## src/rtl/sram_async_ctrl.sv

```systemverilog
// Sequencer for an external asynchronous SRAM: turns one valid/ready request into
// registered address, data, byte-lane, OE and WE pin activity with configurable timing.
`timescale 1ns/1ps
module sram_async_ctrl #(
  parameter int ADDR_WIDTH = 17,
  parameter int DATA_WIDTH = 16,
  parameter int READ_WAIT  = 2,
  parameter int WRITE_WAIT = 2,
  parameter int TURNAROUND = 1
) (
  input  logic                      clk,
  input  logic                      reset_n,
  input  logic                      req_valid,
  output logic                      req_ready,
  input  logic                      req_write,
  input  logic [ADDR_WIDTH-1:0]     req_addr,
  input  logic [DATA_WIDTH-1:0]     req_wdata,
  input  logic [DATA_WIDTH/8-1:0]   req_be,
  output logic                      rsp_valid,
  output logic [DATA_WIDTH-1:0]     rsp_rdata,
  output logic [ADDR_WIDTH-1:0]     sram_a,
  output logic [DATA_WIDTH-1:0]     sram_dq_out,
  output logic                      sram_dq_oe,
  input  logic [DATA_WIDTH-1:0]     sram_dq_in,
  output logic                      sram_oe_n,
  output logic                      sram_we_n,
  output logic [DATA_WIDTH/8-1:0]   sram_be_n
);

  localparam int NB       = DATA_WIDTH / 8;
  localparam int MAX_RW   = (READ_WAIT > WRITE_WAIT) ? READ_WAIT : WRITE_WAIT;
  localparam int MAX_WAIT = (MAX_RW > TURNAROUND) ? MAX_RW : TURNAROUND;
  localparam int CW       = (MAX_WAIT > 1) ? $clog2(MAX_WAIT) : 1;

  localparam logic [CW-1:0] CNT_RD  = CW'(READ_WAIT - 1);
  localparam logic [CW-1:0] CNT_WR  = CW'(WRITE_WAIT - 1);
  localparam logic [CW-1:0] CNT_TA  = CW'((TURNAROUND > 0) ? TURNAROUND - 1 : 0);
  localparam logic [CW-1:0] CNT_ONE = CW'(1);
  localparam logic [CW-1:0] CNT_ZERO = CW'(0);

  typedef enum logic [2:0] {
    ST_IDLE     = 3'd0,
    ST_RD       = 3'd1,
    ST_WR_SETUP = 3'd2,
    ST_WR_PULSE = 3'd3,
    ST_WR_HOLD  = 3'd4,
    ST_TURN     = 3'd5
  } state_t;

  state_t                  state_r;
  logic [CW-1:0]           cnt_r;
  logic                    ready_r;
  logic                    rsp_valid_r;
  logic [DATA_WIDTH-1:0]   rsp_rdata_r;
  logic [ADDR_WIDTH-1:0]   sram_a_r;
  logic [DATA_WIDTH-1:0]   dq_out_r;
  logic                    dq_oe_r;
  logic                    oe_n_r;
  logic                    we_n_r;
  logic [NB-1:0]           be_n_r;

  // Access sequencer; every pin strobe is a flop so WE/OE cannot glitch.
  always_ff @(posedge clk or negedge reset_n) begin
    if (!reset_n) begin
      state_r     <= ST_IDLE;
      cnt_r       <= CNT_ZERO;
      ready_r     <= 1'b1;
      rsp_valid_r <= 1'b0;
      rsp_rdata_r <= {DATA_WIDTH{1'b0}};
      sram_a_r    <= {ADDR_WIDTH{1'b0}};
      dq_out_r    <= {DATA_WIDTH{1'b0}};
      dq_oe_r     <= 1'b0;
      oe_n_r      <= 1'b1;
      we_n_r      <= 1'b1;
      be_n_r      <= {NB{1'b1}};
    end else begin
      rsp_valid_r <= 1'b0;
      case (state_r)
        ST_IDLE: begin
          if (req_valid) begin
            sram_a_r <= req_addr;
            dq_out_r <= req_wdata;
            be_n_r   <= ~req_be;
            ready_r  <= 1'b0;
            if (req_write) begin
              dq_oe_r <= 1'b1;
              state_r <= ST_WR_SETUP;
            end else begin
              oe_n_r  <= 1'b0;
              cnt_r   <= CNT_RD;
              state_r <= ST_RD;
            end
          end
        end
        ST_RD: begin
          if (cnt_r == CNT_ZERO) begin
            rsp_rdata_r <= sram_dq_in;
            rsp_valid_r <= 1'b1;
            oe_n_r      <= 1'b1;
            be_n_r      <= {NB{1'b1}};
            if (TURNAROUND > 0) begin
              cnt_r   <= CNT_TA;
              state_r <= ST_TURN;
            end else begin
              ready_r <= 1'b1;
              state_r <= ST_IDLE;
            end
          end else begin
            cnt_r <= cnt_r - CNT_ONE;
          end
        end
        ST_TURN: begin
          if (cnt_r == CNT_ZERO) begin
            ready_r <= 1'b1;
            state_r <= ST_IDLE;
          end else begin
            cnt_r <= cnt_r - CNT_ONE;
          end
        end
        ST_WR_SETUP: begin
          we_n_r  <= 1'b0;
          cnt_r   <= CNT_WR;
          state_r <= ST_WR_PULSE;
        end
        ST_WR_PULSE: begin
          if (cnt_r == CNT_ZERO) begin
            we_n_r  <= 1'b1;
            state_r <= ST_WR_HOLD;
          end else begin
            cnt_r <= cnt_r - CNT_ONE;
          end
        end
        ST_WR_HOLD: begin
          // Data stays driven one cycle past the WE rising edge for hold time.
          dq_oe_r <= 1'b0;
          be_n_r  <= {NB{1'b1}};
          ready_r <= 1'b1;
          state_r <= ST_IDLE;
        end
        default: begin
          dq_oe_r <= 1'b0;
          oe_n_r  <= 1'b1;
          we_n_r  <= 1'b1;
          be_n_r  <= {NB{1'b1}};
          ready_r <= 1'b1;
          state_r <= ST_IDLE;
        end
      endcase
    end
  end

  assign req_ready   = ready_r;
  assign rsp_valid   = rsp_valid_r;
  assign rsp_rdata   = rsp_rdata_r;
  assign sram_a      = sram_a_r;
  assign sram_dq_out = dq_out_r;
  assign sram_dq_oe  = dq_oe_r;
  assign sram_oe_n   = oe_n_r;
  assign sram_we_n   = we_n_r;
  assign sram_be_n   = be_n_r;

endmodule

```

## config.mk

```make
export PLATFORM = sky130hd
export DESIGN_NAME = sram_async_ctrl
export DESIGN_NICKNAME = d
export VERILOG_FILES = /design/src/rtl/sram_async_ctrl.sv
export SDC_FILE = /design/constraint.sdc
export NUM_CORES = 1
export LEC_CHECK = 0
export CORE_UTILIZATION = 46
export CTS_BUF_LIST = sky130_fd_sc_hd__clkbuf_8
export DETAILED_ROUTE_END_ITERATION = 12
export PLACE_DENSITY = 0.95
export SETUP_SLACK_MARGIN = 0.02
export SLEW_MARGIN = 30
export SYNTH_ARGS = -nofsm -noshare
export SYNTH_HDL_FRONTEND = slang
export SYNTH_SLANG_ARGS = --single-unit
```

## constraint.sdc

```tcl
create_clock -name clk -period 3.3 [get_ports clk]
set_input_delay 0.495 -clock clk [delete_from_list [all_inputs] [get_ports clk]]
set_output_delay 0.495 -clock clk [all_outputs]
set_load 0.01 [all_outputs]
```

After elaboration in Yosys (flattened, before gate mapping):

Index checks and enable logic that the tools add are counted.

* bits in registers: 60
* logic and storage cells: 72
* input bits: 55

* equality and inequality tests: 11
* muxes and demuxes: 25
* reduce and logical (&&, ||, !) cells: 17
* add/sub/neg operators: 1
* bitwise gates (word level): 7

Operators with widths (number)
* $pmux W3 S5: 1
* $mux W3: 4
* $ne A2 B2 Y1 const B: 6
* $pmux W1 S3: 4
* $reduce_and A3 Y1: 4
* $reduce_or A4 Y1: 3
* $mux W1: 11
* $reduce_or A3 Y1: 3
* $reduce_and A4 Y1: 2
* $eq A3 B2 Y1 const B: 2
* $eq A3 B3 Y1 const B: 2
* $mux W2: 3
* $not A1 Y1: 6
* $pmux W2 S3: 1
* $reduce_and A2 Y1: 3
* $eq A3 B1 Y1 const B: 1
* $logic_not A3 Y1: 1
* $reduce_bool A3 Y1: 1
* $not A2 Y2: 1
* $pmux W1 S2: 1
* $sub A1 B1 Y1 const B: 1

Depth between registers and ports, before layout:

Gate-level depths: netlist of the first run.

* depth after elaboration: 4
* depth in mapped cells: 6
* gate-level depth less buffers: 5

Worst setup path after synthesis of the first run:

Ideal clock, no wire load.

* path type: register to register
* from: register state_r[2]
* to: register state_r[0]
* buffers on the path: 1
* setup time: 0.123 ns
* stages on the path, launching flop included: 7
* data arrival time: 1.594 ns
* path slack: 1.584 ns
* clock period less this slack: 1.716 ns
* cell sequence: dfrtp_1 clkbuf_1 inv_1 ha_1 o21bai_1 nor2_1 o221a_2

* cells in the longest elaborated chain, start to end: 3

RTL lines
* start: declaration: RTL line 50 `state_t state_r;`
* start signal: assignment: RTL line 65 `state_r <= ST_IDLE;`
* start signal: assignment: RTL line 87 `state_r <= ST_WR_SETUP;`
* start signal: assignment: RTL line 91 `state_r <= ST_RD;`
* $eq A3 B3 Y1, or another cell as far along: RTL line 78 `case (state_r)`
* $ne A2 B2 Y1 (no line)
* $reduce_and A4 Y1 (no line)

Parallel ways exist; a longest one is shown, timed or not.
A chain may end at the register's enable or synchronous reset.

Worst setup path in the final report of the first run:

* from: register state_r[0]
* to: register rsp_rdata_r[12] (netlist: rsp_rdata[12])

* cells in the longest elaborated chain, start to end: 2

RTL lines
* $eq A3 B1 Y1: RTL line 78
* $reduce_and A2 Y1 (no line)
* end signal: assignment: RTL line 69 `rsp_rdata_r <= {DATA_WIDTH{1'b0}};`
* end signal: assignment: RTL line 97 `rsp_rdata_r <= sram_dq_in;`
* end: declaration: RTL line 54 `logic [DATA_WIDTH-1:0] rsp_rdata_r;`

Every way passes these cells.

==> results of run 1 <==
## cells in the mapped netlist, types with 2 or more instances
library cell and count:
dfrtp_1 55, mux2_2 47, inv_1 7, nor2_1 6, dfstp_2 5, buf_6 4
clkbuf_1 4, nand2b_1 4, a22oi_1 3, a21oi_1 2, ha_1 2, mux2_1 2
nor3_1 2, o21ai_0 2, o22ai_1 2
## power by group through the flow
stage	Combinational, mW	Clock [mW]	Sequential, mW
2_1_floorplan	0.717	0	1.50
3_3_place_gp	1.67	0	1.37
3_5_place_dp	1.72	0	1.39
4_1_cts	1.72	0.673	1.38
5_1_grt	1.84	0.706	1.44
6_report	1.70	0.652	1.38
## stage by stage
stage	power, mW	setup slack [ns]
after floorplan	2.22	1.58
after global placement	3.04	1.15
after detailed placement	3.11	1.07
after CTS	3.78	1.22
after global routing	3.98	1.05
final	3.74	1.23
## path summary, 6_finish.rpt
path                            depth (start not counted)                         to  slack, ns
worst min-delay path                                    1      sram_a[4]$_DFFE_PN0P_       0.17
worst max register to register                          3  rsp_rdata[12]$_DFFE_PN0P_       1.23
min in group clk                                        2   sram_be_n[1]$_DFFE_PN1P_       0.48
worst min register to register                          2   sram_be_n[1]$_DFFE_PN1P_       0.48
max in group asynchronous                               2   sram_be_n[1]$_DFFE_PN1P_       2.44
worst max-delay path                                    3  rsp_rdata[12]$_DFFE_PN0P_       1.23
## state kept, by name, indices dropped and copies added (netlist names), 2 cells and up
signal	flops
sram_a	17
sram_be_n	2
state_r	3
sram_dq_out	16
rsp_rdata	16
## worst max-delay path, stage by stage, from the launching register on
cell,delay (ns)
dfrtp_1,0.66
nand2b_1,0.19
nor3_4,0.68
mux2_2,0.41
## cells by family (layout without fill, tap and decap cells)
group	Yosys count	count (layout)
and+or+nand+nor	21	21
DFF	60	60
buffers and inverters	15	136
muxes	49	49
adders and majority gates	2	2
AOI/OAI and AO/OA	20	20
## layout make-up
cell class              instances  area, um^2
fillers                       355        1320
repair buffers                113        1120
multi-input cells              92         872
flip-flops and latches         60        1510
well taps                      70        87.6
clock buffers                  11         151
inverters                       7        26.3
clock inverters                 5        51.3
## metal layers
metal	share of wire [%]	GRT usage [%]
met5	0	0
met3	9.8	7.23
met4	1.4	10.7
met1	39	23.2
met2	49	32.3
==> summary.md, run 1 <==
| Metric | Value |
|---|---|
| CP Max Fanout | `17` |
| Row count | `26` |
| Post-synthesis mux area share | `22.4%` |
| Die area | `0.00566 mm^2` |
| Routed wire length per instance | `15.0 um` |
| Xor and xnor area share after synthesis | `0%` |
| Register share of total power | `36.9%` |
| Initial Utilization | `48.0%` |
| PD cells | `978 mW/mm^2` |
| Placer Congestion | `0.804` |
| Main combinational cell family by area after synthesis | `multiplexers` |
| Antenna-violating nets left | `0` |
| Share of the synthesized area in the top cell type | `55.8%` |
| Top cells by area, synth | `dfrtp_1, mux2_2, dfstp_2` |
| Worst Path Required | `3.50 ns` |
| Worst Path Class, Setup | `reg2reg` |
| Num Clock Sinks | `60` |
| Postcts setup bufs | `0` |
| Netlist Area Pre-Place | `0.00247 mm^2` |
| Initial antenna violation count | `0` |
| RSZ-0062 raised after global routing | `no` |
| Post-synth EDFFs | `0` |
| #FFs+latches synth | `60` |
| Slew Limit Fails | `0` |
| Worst Setup End Kind | `flop` |
| Clk root buf | `clkbuf_8` |
| Peak VDD IR | `0.648 mV` |
| Placeable Area | `0.00514 mm^2` |
| Post-Synth Adder-Cell Area | `1.01%` |
| Post-Place Cells | `342` |
| Post-layout min period | `2.07 ns` |
| Critical Path Start Type | `flop` |
| HPWL Detailed | `3960 um` |
| Post-route DRC | `0` |
| Main flop type after synthesis | `dfrtp_1` |
| Number of gates resized after CTS | `0` |
| Placed instance area | `0.00361 mm^2` |
| Die X | `75.2 um` |
| Final Skew | `0.00664 ns` |
| Final period util | `62.8%` |
| Combinational share of power | `45.6%` |
| DR vias/cell | `5.04` |
| First-pass GRT wire length | `8090 um` |
| Yosys cell types | `35` |
| Overall routing resource usage | `19.9%` |
| Sw Share | `30.6%` |
| Nets@finish | `340` |
| Vias in the first global route | `1751` |
| Switch Pwr | `1.14 mW` |
| Largest net degree at the start of global routing | `49` |
| Post-CTS Hold Buffers | `0` |
| Max-cap viol count | `0` |
| Area growth syn-to-layout | `54.8%` |
| LEAKAGE | `1.58 nW` |
| Worst hold path type | `in2async` |
| Final number of hold-violating endpoints | `0` |
| Status | `completed` |
| Die height | `75.2 um` |
| Final std cells w/o fill | `358` |
| Hold_ws | `0.169 ns` |
| Worst slew pin tran | `0.842 ns` |
| Io pins | `111` |
| Share of cells above drive strength 1 | `26.0%` |
| Post-route setup TNS | `0 ns` |
| First-pass DRT Iterations | `4` |
| Clk pwr share | `17.5%` |
| Total CTS buffers | `9` |
| Seq/Total Area, Yosys | `61.1%` |
| CTS tree | `done` |
| Clock latency on the worst-skew pair | `0.32 ns` |
| Post-synthesis compound-gate area fraction | `6.04%` |
| GRT overflow | `0` |
| Final instance area | `0.00382 mm^2` |
| I/O Buffers | `110` |
| RR Startpoint | `state_r[0]$_DFFE_PN0P_` |
| Post-synth top area cell | `dfrtp_1` |
| Post-layout util | `74.3%` |
| FMAX | `0.483 GHz` |
| Post-synth ARST share | `100%` |
| Clk buf depth | `2` |
| Synth Instances | `167` |
| Internal cell power | `2.59 mW` |
| Clock-pin transition on the worst setup and hold timing paths | `0.07 ns` |
| Final setup fails | `0` |
| Most frequent cells in the layout | `clkdlybuf4s50_1, dfrtp_1, mux2_2` |
| DRT Wirelength | `5390 um` |
| Crit. Startpoint | `state_r[0]$_DFFE_PN0P_` |
| Synth warn | `0` |
| Synthesized net count | `224` |
| Simple-gate area share of the yosys netlist | `5.94%` |
| # H-tree levels | `3` |
| Slew HR | `43.7%` |
| Most common cell after layout, fill and taps aside | `clkdlybuf4s50_1` |
| Mean Syn Cell Area | `14.8 um^2` |
| Via count | `1805` |
| Detailed Route Iter0 Violations | `74` |
| Antenna Cells | `0` |
| Crit path DAT | `2.28 ns` |
Note: power is estimated with default switching activity, not from simulation.
==> run 2: changes to the inputs <==
Settings changed: CORE_UTILIZATION 46 to 39, PLACE_DENSITY 0.95 to 0.88.
Clock period 3.3 ns to 1.7 ns, I/O delays scaled along.
==> summary.md, run 2 (synthesized netlist as in run 1, its figures left out) <==
| Metric | Value |
|---|---|
| Share of cells above drive strength 1 | `27.8% (+1.8 points)` |
| PD cells | `1870 mW/mm^2 (+91%)` |
| DRT Wirelength | `5600 um (+3.9%)` |
| Worst path bufs/invs | `1 (+1)` |
| Reg2reg path depth | `4 (+1)` |
| Largest net degree at the start of global routing | `61 (+24%)` |
| Crit. Startpoint | `sram_oe_n$_DFFE_PN1P_` |
| Combinational share of power | `47.8% (+2.2 points)` |
| Num Clock Sinks | `60 (unchanged)` |
| Post-layout min period | `1.63 ns` |
| Hold_ws | `0.466 ns (+0.297 ns)` |
| Final Skew | `0.00479 ns (-0.00184 ns)` |
| Family with the most delay on the worst path | `flip-flops` |
| I/O Buffers | `110 (unchanged)` |
| Switch Pwr | `2.24 mW (+96%)` |
| Worst hold path type | `in2async` |
| Total CTS buffers | `9 (unchanged)` |
| Slew HR | `77.9% (+34 points)` |
| Cells along the critical path | `clkdlybuf4s50_1` |
| Post-layout util | `64.9% (-9.4 points)` |
| GRT overflow | `0 (unchanged)` |
| Detailed Route Iter0 Violations | `47 (-36%)` |
| Peak VDD IR | `0.860 mV (+33%)` |
| Via count | `1832 (+1.5%)` |
| Overall routing resource usage | `17.9% (-2.0 points)` |
| Critical Path Stages | `1 (-2)` |
| Die X | `81.5 um (+8.4%)` |
| Most frequent cells in the layout | `clkdlybuf4s50_1, dfrtp_1, mux2_2` |
| Slew Limit Fails | `0 (unchanged)` |
| DR vias/cell | `4.95 (-1.8%)` |
| Final instance area | `0.00391 mm^2 (+2.5%)` |
| Postcts setup bufs | `0 (unchanged)` |
| Post-route DRC | `0 (unchanged)` |
| CTS tree | `done` |
| RR Endpoint | `rsp_rdata[10]$_DFFE_PN0P_` |
| Largest register FFs | `17 (unchanged)` |
| Clock latency on the worst-skew pair | `0.32 ns (about the same)` |
| Clk root buf | `clkbuf_8` |
| Worst Path Required | `1.44 ns (-2.06 ns)` |
| First-pass DRT Iterations | `4 (unchanged)` |
| Setup slack, reg-to-reg | `0.13 ns (-1.10 ns)` |
| Sw Share | `30.7% (+0.045 points)` |
| Clock-pin transition on the worst setup and hold timing paths | `0.06 ns (about the same)` |
| Final number of hold-violating endpoints | `0 (unchanged)` |
| HPWL Detailed | `3990 um (+0.94%)` |
| Internal cell power | `5.07 mW (+96%)` |
| Die area | `0.00665 mm^2 (+17%)` |
| Final period util | `96.2%` |
| Clk buf depth | `2 (unchanged)` |
| Worst slew pin tran | `0.328 ns (-0.514 ns)` |
| Worst setup path end | `sram_oe_n` |
| Initial antenna violation count | `0 (unchanged)` |
| Register share of total power | `35.8% (-1.1 points)` |
| Fillers | `459 (+29%)` |
| # H-tree levels | `3 (unchanged)` |
| Worst Setup End Kind | `primary output` |
| Crit path DAT | `1.38 ns (-0.90 ns)` |
| Final setup fails | `0 (unchanged)` |
| RSZ-0062 raised after global routing | `no` |
| Placed instance area | `0.00371 mm^2 (+2.6%)` |
| Post-route setup TNS | `0 ns (unchanged)` |
| Antenna-violating nets left | `0 (unchanged)` |
| Worst Path Class, Setup | `reg2out` |
| CP Max Fanout | `2 (-15)` |
| Placeable Area | `0.00603 mm^2 (+17%)` |
| Max-cap viol count | `0 (unchanged)` |
| First-pass GRT wire length | `8740 um (+7.9%)` |
| Status | `completed` |
| Row count | `28 (+7.7%)` |
| Io pins | `111 (unchanged)` |
| Clk pwr share | `16.4% (-1.1 points)` |
| Placer Congestion | `0.834 (+3.8%)` |
| Critical Path Start Type | `flop` |
| Initial Utilization | `40.9% (-7.1 points)` |
| Vias in the first global route | `1840 (+5.1%)` |
| Most common cell after layout, fill and taps aside | `clkdlybuf4s50_1` |
| Die height | `81.5 um (+8.4%)` |
| LEAKAGE | `1.65 nW (+4.8%)` |
| CP peak stage delay | `0.53 ns (-0.15 ns)` |
| Routed wire length per instance | `15.1 um (+0.51%)` |
| FMAX | `0.612 GHz` |
| Area growth syn-to-layout | `58.6%` |
| RR Startpoint | `state_r[1]$_DFFE_PN0P_` |
| Nets@finish | `348 (+2.4%)` |
| Antenna Cells | `0 (unchanged)` |
| CP max-delay cell | `dfstp_2` |
==> run 2: cell count changes in the layout (fill, tap and decap cells not counted), sizes merged <==
cell	change
buf	+7
clkdlybuf4s50	-4
dlymetal6s2s	+3
inv	+2
clkbuf	-1
clkinv	-1
clkinvlp	-1
dlygate4sd2	+1
dlygate4sd3	+1
==> run 2: repair_timing <==
action | in CTS | in global routing
pin swaps | 0 | 0
endpoints found under the hold margin | 55 | 0
endpoints found under the setup margin | 1 | 5
hold buffers | 1 | 0
resized for setup | 1 | 6
==> run 2: worst reg2reg max path, cell delays in order (launching register included) <==
cell and delay (ns):
dfrtp_2 0.48, nand2b_1 0.22, nor3_4 0.22, buf_12 0.19, mux2_2 0.35
==> run 2: power by group through the flow <==
stage,Combinational [mW],Sequential [mW],Clock [mW]
final,3.50,2.62,1.20
after global routing,3.77,2.72,1.32
after CTS,3.54,2.63,1.24
after detailed placement,3.53,2.64,0
after global placement,3.44,2.61,0
after floorplan,1.39,2.91,0
==> run 2: worst min path at each step <==
stage | from | to | slack, ns | cells past startpoint
2_1_floorplan | reset_n | cnt_r$_DFFE_PN0P_ | -0.04 | 0
3_3_place_gp | reset_n | sram_a[2]$_DFFE_PN0P_ | 0.29 | 2
3_5_place_dp | reset_n | sram_a[7]$_DFFE_PN0P_ | 0.29 | 2
4_1_cts | req_be[1] | sram_be_n[1]$_DFFE_PN1P_ | 0.46 | 2
5_1_grt | reset_n | rsp_rdata[2]$_DFFE_PN0P_ | 0.49 | 3
6_report | reset_n | rsp_rdata[2]$_DFFE_PN0P_ | 0.47 | 3
==> run 2: metrics by stage <==
stage	worst slack, ns	power, mW	instances
final	0.0652	7.32	370
after global routing	0.0230	7.81	370
after CTS	0.0297	7.41	370
after detailed placement	-0.106	6.18	354
after global placement	-0.0473	6.04	354
after floorplan	0.0462	4.30	167
==> run 2: area by class of cell <==
type	count	area, um^2	area share, %
flip-flops and latches	60	1510	38.6
repair buffers	121	1220	31.3
multi-input cells	92	872	22.3
clock buffers	10	138	3.52
well taps	75	93.8	2.40
clock inverters	5	46.3	1.18
inverters	7	26.3	0.672
==> run 2: metal layers <==
layer	up-vias	part of all wire [%]	GRT usage (%)	wire (um)
li1	849	-	-	-
met1	891	40	20.6	2250
met2	83	50	29.5	2770
met3	9	8.4	7.11	469
met4	0	1.9	7.68	104
met5	-	0	0	0
